--- src/rtl/shift_sequencer.sv ---
// Multi-cycle shift unit: accepts one SLL/SRL/SRA request and shifts a registered
// accumulator by up to STEP bits per cycle, pulsing done when the amount is used up.
module shift_sequencer #(
  parameter int unsigned STEP = 1
) (
  input  logic        clk,
  input  logic        rst,
  input  logic        start,
  input  logic [1:0]  op,
  input  logic [31:0] operand,
  input  logic [4:0]  amount,
  input  logic        flush,
  output logic        ready,
  output logic        busy,
  output logic        done,
  output logic [31:0] result
);

  localparam int unsigned W  = 32;
  localparam int unsigned AW = 5;
  localparam logic [AW-1:0] STEP_AMT = AW'(STEP);

  if (STEP != 1 && STEP != 2 && STEP != 4 && STEP != 8 && STEP != 16) begin : g_bad_step
    $error("shift_sequencer: STEP must be 1, 2, 4, 8 or 16");
  end

  typedef enum logic [1:0] {
    S_IDLE  = 2'd0,
    S_SHIFT = 2'd1,
    S_DONE  = 2'd2
  } state_e;

  state_e        state_q, state_d;
  logic [W-1:0]  acc_q, acc_d;
  logic [AW-1:0] rem_q, rem_d;
  logic [1:0]    op_q, op_d;
  logic          sign_q, sign_d;
  logic          ready_q, ready_d;
  logic          busy_q, busy_d;
  logic          done_q, done_d;

  logic [AW-1:0] step_c;
  logic [W-1:0]  fill_c;
  logic [W-1:0]  shifted_c;

  // Per-cycle step shifter: amount is min(STEP, rem), so never more than STEP.
  always_comb begin
    step_c    = (rem_q < STEP_AMT) ? rem_q : STEP_AMT;
    fill_c    = sign_q ? ~({W{1'b1}} >> step_c) : '0;
    shifted_c = acc_q >> step_c;
    case (op_q)
      2'b00:   shifted_c = acc_q << step_c;
      2'b11:   shifted_c = (acc_q >> step_c) | fill_c;
      default: shifted_c = acc_q >> step_c;
    endcase
  end

  always_comb begin
    state_d = state_q;
    acc_d   = acc_q;
    rem_d   = rem_q;
    op_d    = op_q;
    sign_d  = sign_q;
    case (state_q)
      S_IDLE: begin
        if (start && !flush) begin
          acc_d   = operand;
          rem_d   = amount;
          op_d    = op;
          sign_d  = operand[W-1];
          state_d = (amount == '0) ? S_DONE : S_SHIFT;
        end
      end
      S_SHIFT: begin
        // A flushed operation is abandoned; the accumulator is left untouched.
        if (flush) begin
          state_d = S_IDLE;
        end else begin
          acc_d = shifted_c;
          rem_d = rem_q - step_c;
          if (rem_q == step_c) begin
            state_d = S_DONE;
          end
        end
      end
      S_DONE:  state_d = S_IDLE;
      default: state_d = S_IDLE;
    endcase
    // Status flags are registered copies of the next-state decode.
    ready_d = (state_d == S_IDLE);
    busy_d  = (state_d != S_IDLE);
    done_d  = (state_d == S_DONE);
  end

  always_ff @(posedge clk) begin
    if (rst) begin
      state_q <= S_IDLE;
      acc_q   <= '0;
      rem_q   <= '0;
      op_q    <= 2'b00;
      sign_q  <= 1'b0;
      ready_q <= 1'b1;
      busy_q  <= 1'b0;
      done_q  <= 1'b0;
    end else begin
      state_q <= state_d;
      acc_q   <= acc_d;
      rem_q   <= rem_d;
      op_q    <= op_d;
      sign_q  <= sign_d;
      ready_q <= ready_d;
      busy_q  <= busy_d;
      done_q  <= done_d;
    end
  end

  assign ready  = ready_q;
  assign busy   = busy_q;
  assign done   = done_q;
  assign result = acc_q;

endmodule

--- config.mk ---
export PLATFORM = sky130hd
export DESIGN_NAME = shift_sequencer
export DESIGN_NICKNAME = d
export VERILOG_FILES = /design/src/rtl/shift_sequencer.sv
export SDC_FILE = /design/constraint.sdc
export NUM_CORES = 1
export LEC_CHECK = 0
export ABC_AREA = 1
export BUFFER_PORTS_ARGS = -buffer_cell sky130_fd_sc_hd__buf_2
export CAP_MARGIN = 40
export CORE_MARGIN = 2
export CORE_UTILIZATION = 35
export DETAILED_ROUTE_END_ITERATION = 8
export HOLD_SLACK_MARGIN = 0.02
export PLACE_DENSITY_LB_ADDON = 0.2
export SYNTH_ARGS = -nofsm -noshare
export SYNTH_HDL_FRONTEND = slang
export SYNTH_SLANG_ARGS = --single-unit
--- constraint.sdc ---
create_clock -name clk -period 1.6 [get_ports clk]
set_clock_uncertainty 0.2 [all_clocks]
set_input_delay 0.08 -clock clk [delete_from_list [all_inputs] [get_ports clk]]
set_output_delay 0.08 -clock clk [all_outputs]
set_load 0.02 [all_outputs]
# Word level (Yosys, flattened, before mapping)
# Index checks and enable logic that the tools add are counted.
# classes
bitwise	2
mux	14
eq_ne	6
magnitude_cmp	1
add_sub_neg	1
shift	3
n_reduce_logical	10
# ops
operator	count
$pmux W32 S2	2
$mux W32	3
$not A32 Y32	1
$or A32 B32 Y32	1
$shl A32 B5 Y32	1
$shr A32 B5 Y32	1
$shr A32 B5 Y32 const A	1
$mux W5	3
$pmux W5 S2	1
$mux W2	4
$logic_not A2 Y1	3
$eq A5 B5 Y1	1
$logic_not A5 Y1	1
$lt A5 B1 Y1 const B	1
$sub A5 B5 Y5	1
$eq A2 B2 Y1 const B	2
$ne A2 B2 Y1 const B	2
$pmux W2 S2	1
$reduce_bool A2 Y1	2
$reduce_and A3 Y1	1
$eq A2 B1 Y1 const B	1
$reduce_and A2 Y1	1
$logic_and A1 B1 Y1	1
$logic_not A1 Y1	1
# word_totals
regBits	45
inputBits	43
out_inout_bits	35

# Logic depth before layout (Yosys ltp)
# depth
depth_word	9
ltp_mapped	10
ltp_nobuf	10

# Worst setup path before layout
# No wires, ideal clock.
# synth_path
kind	register to register
startpoint	register rem_q[1]
endpoint	register rem_q[4]
stages_incl_launch_ff	10
slack_ns	-0.128
t_arrival_ns	1.458
setup_ns	0.070
required_time_ns	1.330
cell_sequence	dfxtp_1 > nor2_4 > nand2_1 > inv_1 > nor2_1 > inv_1 > ha_1 > o31ai_1 > nand2_1 > a21oi_1
# synth_via
elab_chain_cells	5
# synth_rtl
element	line_no	source
start: declaration	35	logic [AW-1:0] rem_q, rem_d;
start signal: assignment	108	rem_q <= rem_d;
$lt A5 B1 Y1	48	step_c = (rem_q < STEP_AMT) ? rem_q : STEP_AMT;
$mux W5	48	
$sub A5 B5 Y5 (*)	80	rem_d = rem_q - step_c;
$mux W5 (*)	76	if (flush) begin
$pmux W5 S2 (*)	64	case (state_q)
# Mark *: on every way between the ends. The rest lies on a longest branch, timed or not. The select of a mux whose other input is x is not followed.
# A chain may end at the register's enable or synchronous reset.

# Worst setup path after layout
# layout_path
startpoint	register op_q[0]
endpoint	register acc_q[1] (netlist: result[1])
# layout_via
elab_chain_cells	4
elab_cells_between_ends	5
cone_classes	eq/ne (1); mux (3); reduce/logical (1)
# layout_rtl
element	line_no	source
start: declaration	36	logic [1:0] op_q, op_d;
start signal: assignment	109	op_q <= op_d;
$eq A2 B2 Y1 or $logic_not A2 Y1 (tied branches)	51	case (op_q)
$pmux W32 S2 (*)	51	
$mux W32 (*)	76	
$pmux W32 S2 (*)	64	
end signal: assignment	98	acc_q <= '0;
end signal: assignment	107	acc_q <= acc_d;
end: declaration	34	logic [W-1:0] acc_q, acc_d;
# Marked as above.

==> impl_metrics.yaml <==
outcome:
  status: "finished with violations"
  violations: "setup timing"
floorplanning:
  num_rows: 31
  io-pin-count: 78
  fp.dieArea_sq_um: 8400
  fp.dieH_um: 91.6
  initial_core_util_pct: 36.7
  fp.coreArea_sq_um: 7330
  die_w_um: 91.6
logic_synthesis:
  yosys.area.top_type: "dfxtp_1"
  syn_area_sq_um: 2690
  synth-seq-area-share_pct: 33.5
  synth_top_area_share_pct: 33.5
  synth.avg_cell_area_sq_um: 6.49
  synth_nets: 460
  ys_warn_count: 0
  yosysUniqueCellTypes: 34
  synth_seq_cells: 45
  syn_inst: 414
  synthTopCellsByArea: "dfxtp_1, nand2_1, o21ai_0"
worst_setup_path:
  worstSetupStartpointType: "register"
  crit_type: "register to register"
  crit_slowest_cell: "dfxtp_2"
  worst-path-buf-inv: 3
  cpPeakStageDelay_ps: 340
  cp.arrival_ps: 1660
  crit_fanout: 8
  cpLargestDelayFamily: "flip-flops"
  critical_path.cell_chain: "inv_2, ha_4, nor2_4, inv_4, clkbuf_16, nand2_2, nand3_1, a21oi_2, nor2_1"
  worstPathRequired_ps: 1600
  endpoint_kind: "register"
route:
  routedWlPerCell_um: 13.8
  drt_first_pass_iters: 4
  postRouteAntennaNets: 0
  drtIter0Drc: 187
  viasPerCell: 4.87
  drc: 0
  routed_wl_um: 9060
  vias: 3197
timing:
  tightestPinTransition_ps: 271
  slew_viol_final: 0
  finalSetupViolCount: 17
  max_freq_mhz: 603
  slew-limit-headroom_pct: 81.9
  fin_ws_ps: -59.3
  finalHoldViolations: 0
  rsz0062_at_grt: "true"
  fin_crit_sh_pct: 104
  min_period_ps: 1660
layout:
  fin_cells: 656
  antenna_cells: 0
  fill_cells: 689
  nNetsFinal: 603
  mostFrequentLayoutCells: "nand2_1, buf_2, o21ai_0"
  design_area_sq_um: 4260
  mostFrequentLayoutCell: "nand2_1"
  syn2layout_area_growth_pct: 58.7
  drive_above_1_share_pct: 33.0
  fin_util_pct: 58.2
power_and_ir_drop:
  power.density_nw_per_um2: 870
  leakagePower_nw: 1.94
  ir_drop_mv: 0.395
hold_path:
  hp-class: "input pin to register"
global_route:
  met1_usage_pct: 27.3
  grt-busiest-layer: "met2"
  grt_pass1_wl_um: 13800
  use_met3_pct: 2.30
  grt_max_degree: 44
  use_met2_pct: 32.5
  grtUsageTotal_pct: 19.9
  grt_overflow: 0
  antenna_found_initial: 0
  grt_pass1_vias: 2824
placed_design:
  dp_hpwl_um: 5140
  post-place-ws_ps: -303
  portBuffers: 77
  globalplace.congestion: 0.818
  dp.cells: 588
  dpl_cell_area_sq_um: 3270
job:
  maxCapViolCount: 0
cts:
  cts_htree_levels: 2
  clkTransAtPathRegs_ps: 90
  cts_buffer_depth: 2
  cts_buffers: 5
  cts_tree: "done"
  cts_num_sinks: 45
  clkLatencyLatePin_ps: 300
  cts-root-buf: "clkbuf_8"
==> cells in the mapped netlist, drive strengths merged <==
master / n
clkbuf: 7
a21oi: 44
nor3: 3
nand3b: 1
buf: 21
nor4: 1
or2: 4
a31oi: 1
o31ai: 1
nor3b: 1
nand4: 1
nor2: 14
ha: 3
a22oi: 1
o2111ai: 1
xor2: 1
inv: 49
o21ai: 69
nand2: 114
dfxtp: 45
nand3: 32
==> cell type report <==
cell class                      instances  area, sq um  area share [%]
Sequential cell                        45          912            21.4
Inverter                               49          215            5.05
Multi-Input combinational cell        293         1570            36.8
Clock buffer                            7         86.3            2.02
Tap cell                               99          124            2.90
Timing Repair Buffer                  163         1360            31.8
==> cell families (layout without fill, tap and decap cells) <==
group	after synthesis	count (layout)	share of synthesized area (%)
adders and majority gates	3	3	1.40
and+or+nand+nor	171	171	27.7
buffers and inverters	77	219	14.5
AOI/OAI and AO/OA	117	118	22.6
DFF	45	45	33.5
xor gates and xnor gates	1	1	0.326
==> sequential cells by signal, indices dropped and copies added (netlist names) <==
signal,flops
done,1
rem_q,5
ready,1
sign_q,1
state_q,2
busy,1
op_q,2
result,32
==> layer usage <==
layer  share of wire (%)  vias up
li1                    -     1644
met1                  46     1460
met5                   0        -
met3                 3.7       10
met2                  49       83
met4                0.98        0
==> tightest hold or removal path, stage by stage <==
cell	delay [ps]
buf_2	140
nor3_4	70
buf_4	130
nand2_1	70
a21oi_2	50
==> repair_timing <==
action,4_1_cts,5_1_grt
buffers inserted,7,7
endpoints found under the hold margin,43,0
endpoints found under the setup margin,35,40
hold buffers,40,0
resized for setup,33,49
cloned,2,5
pin swaps,16,15
==> metrics by stage <==
step / setup TNS [ps] / power [mW] / hold WS [ps]
finish: -286 / 3.71 / 83.6
global route: -3220 / 3.95 / 94.6
CTS: -183 / 3.49 / 56.0
detailed placement: -7410 / 2.53 / 143
global placement: -6070 / 2.52 / 141
floorplan: 0 / 2.16 / -58.3
==> report_power, final <==
group	switching, mW	internal, mW	total, mW	leakage [nW]
clock	0.394	0.344	0.738	0.0443
combinational	0.921	0.757	1.68	1.52
sequential	0.0748	1.22	1.29	0.374
==> path summary, 6_finish.rpt <==
path / start / endpoint / slack (ps) / cells after the start
setup reg to reg: op_q[0] / result[1] / -60 / 9
hold / removal: flush / state_q[0] / 80 / 5
setup / recovery: op_q[0] / result[1] / -60 / 9
hold reg to reg: rem_q[4] / rem_q[4] / 290 / 2
(Power assumes the default switching activity.)
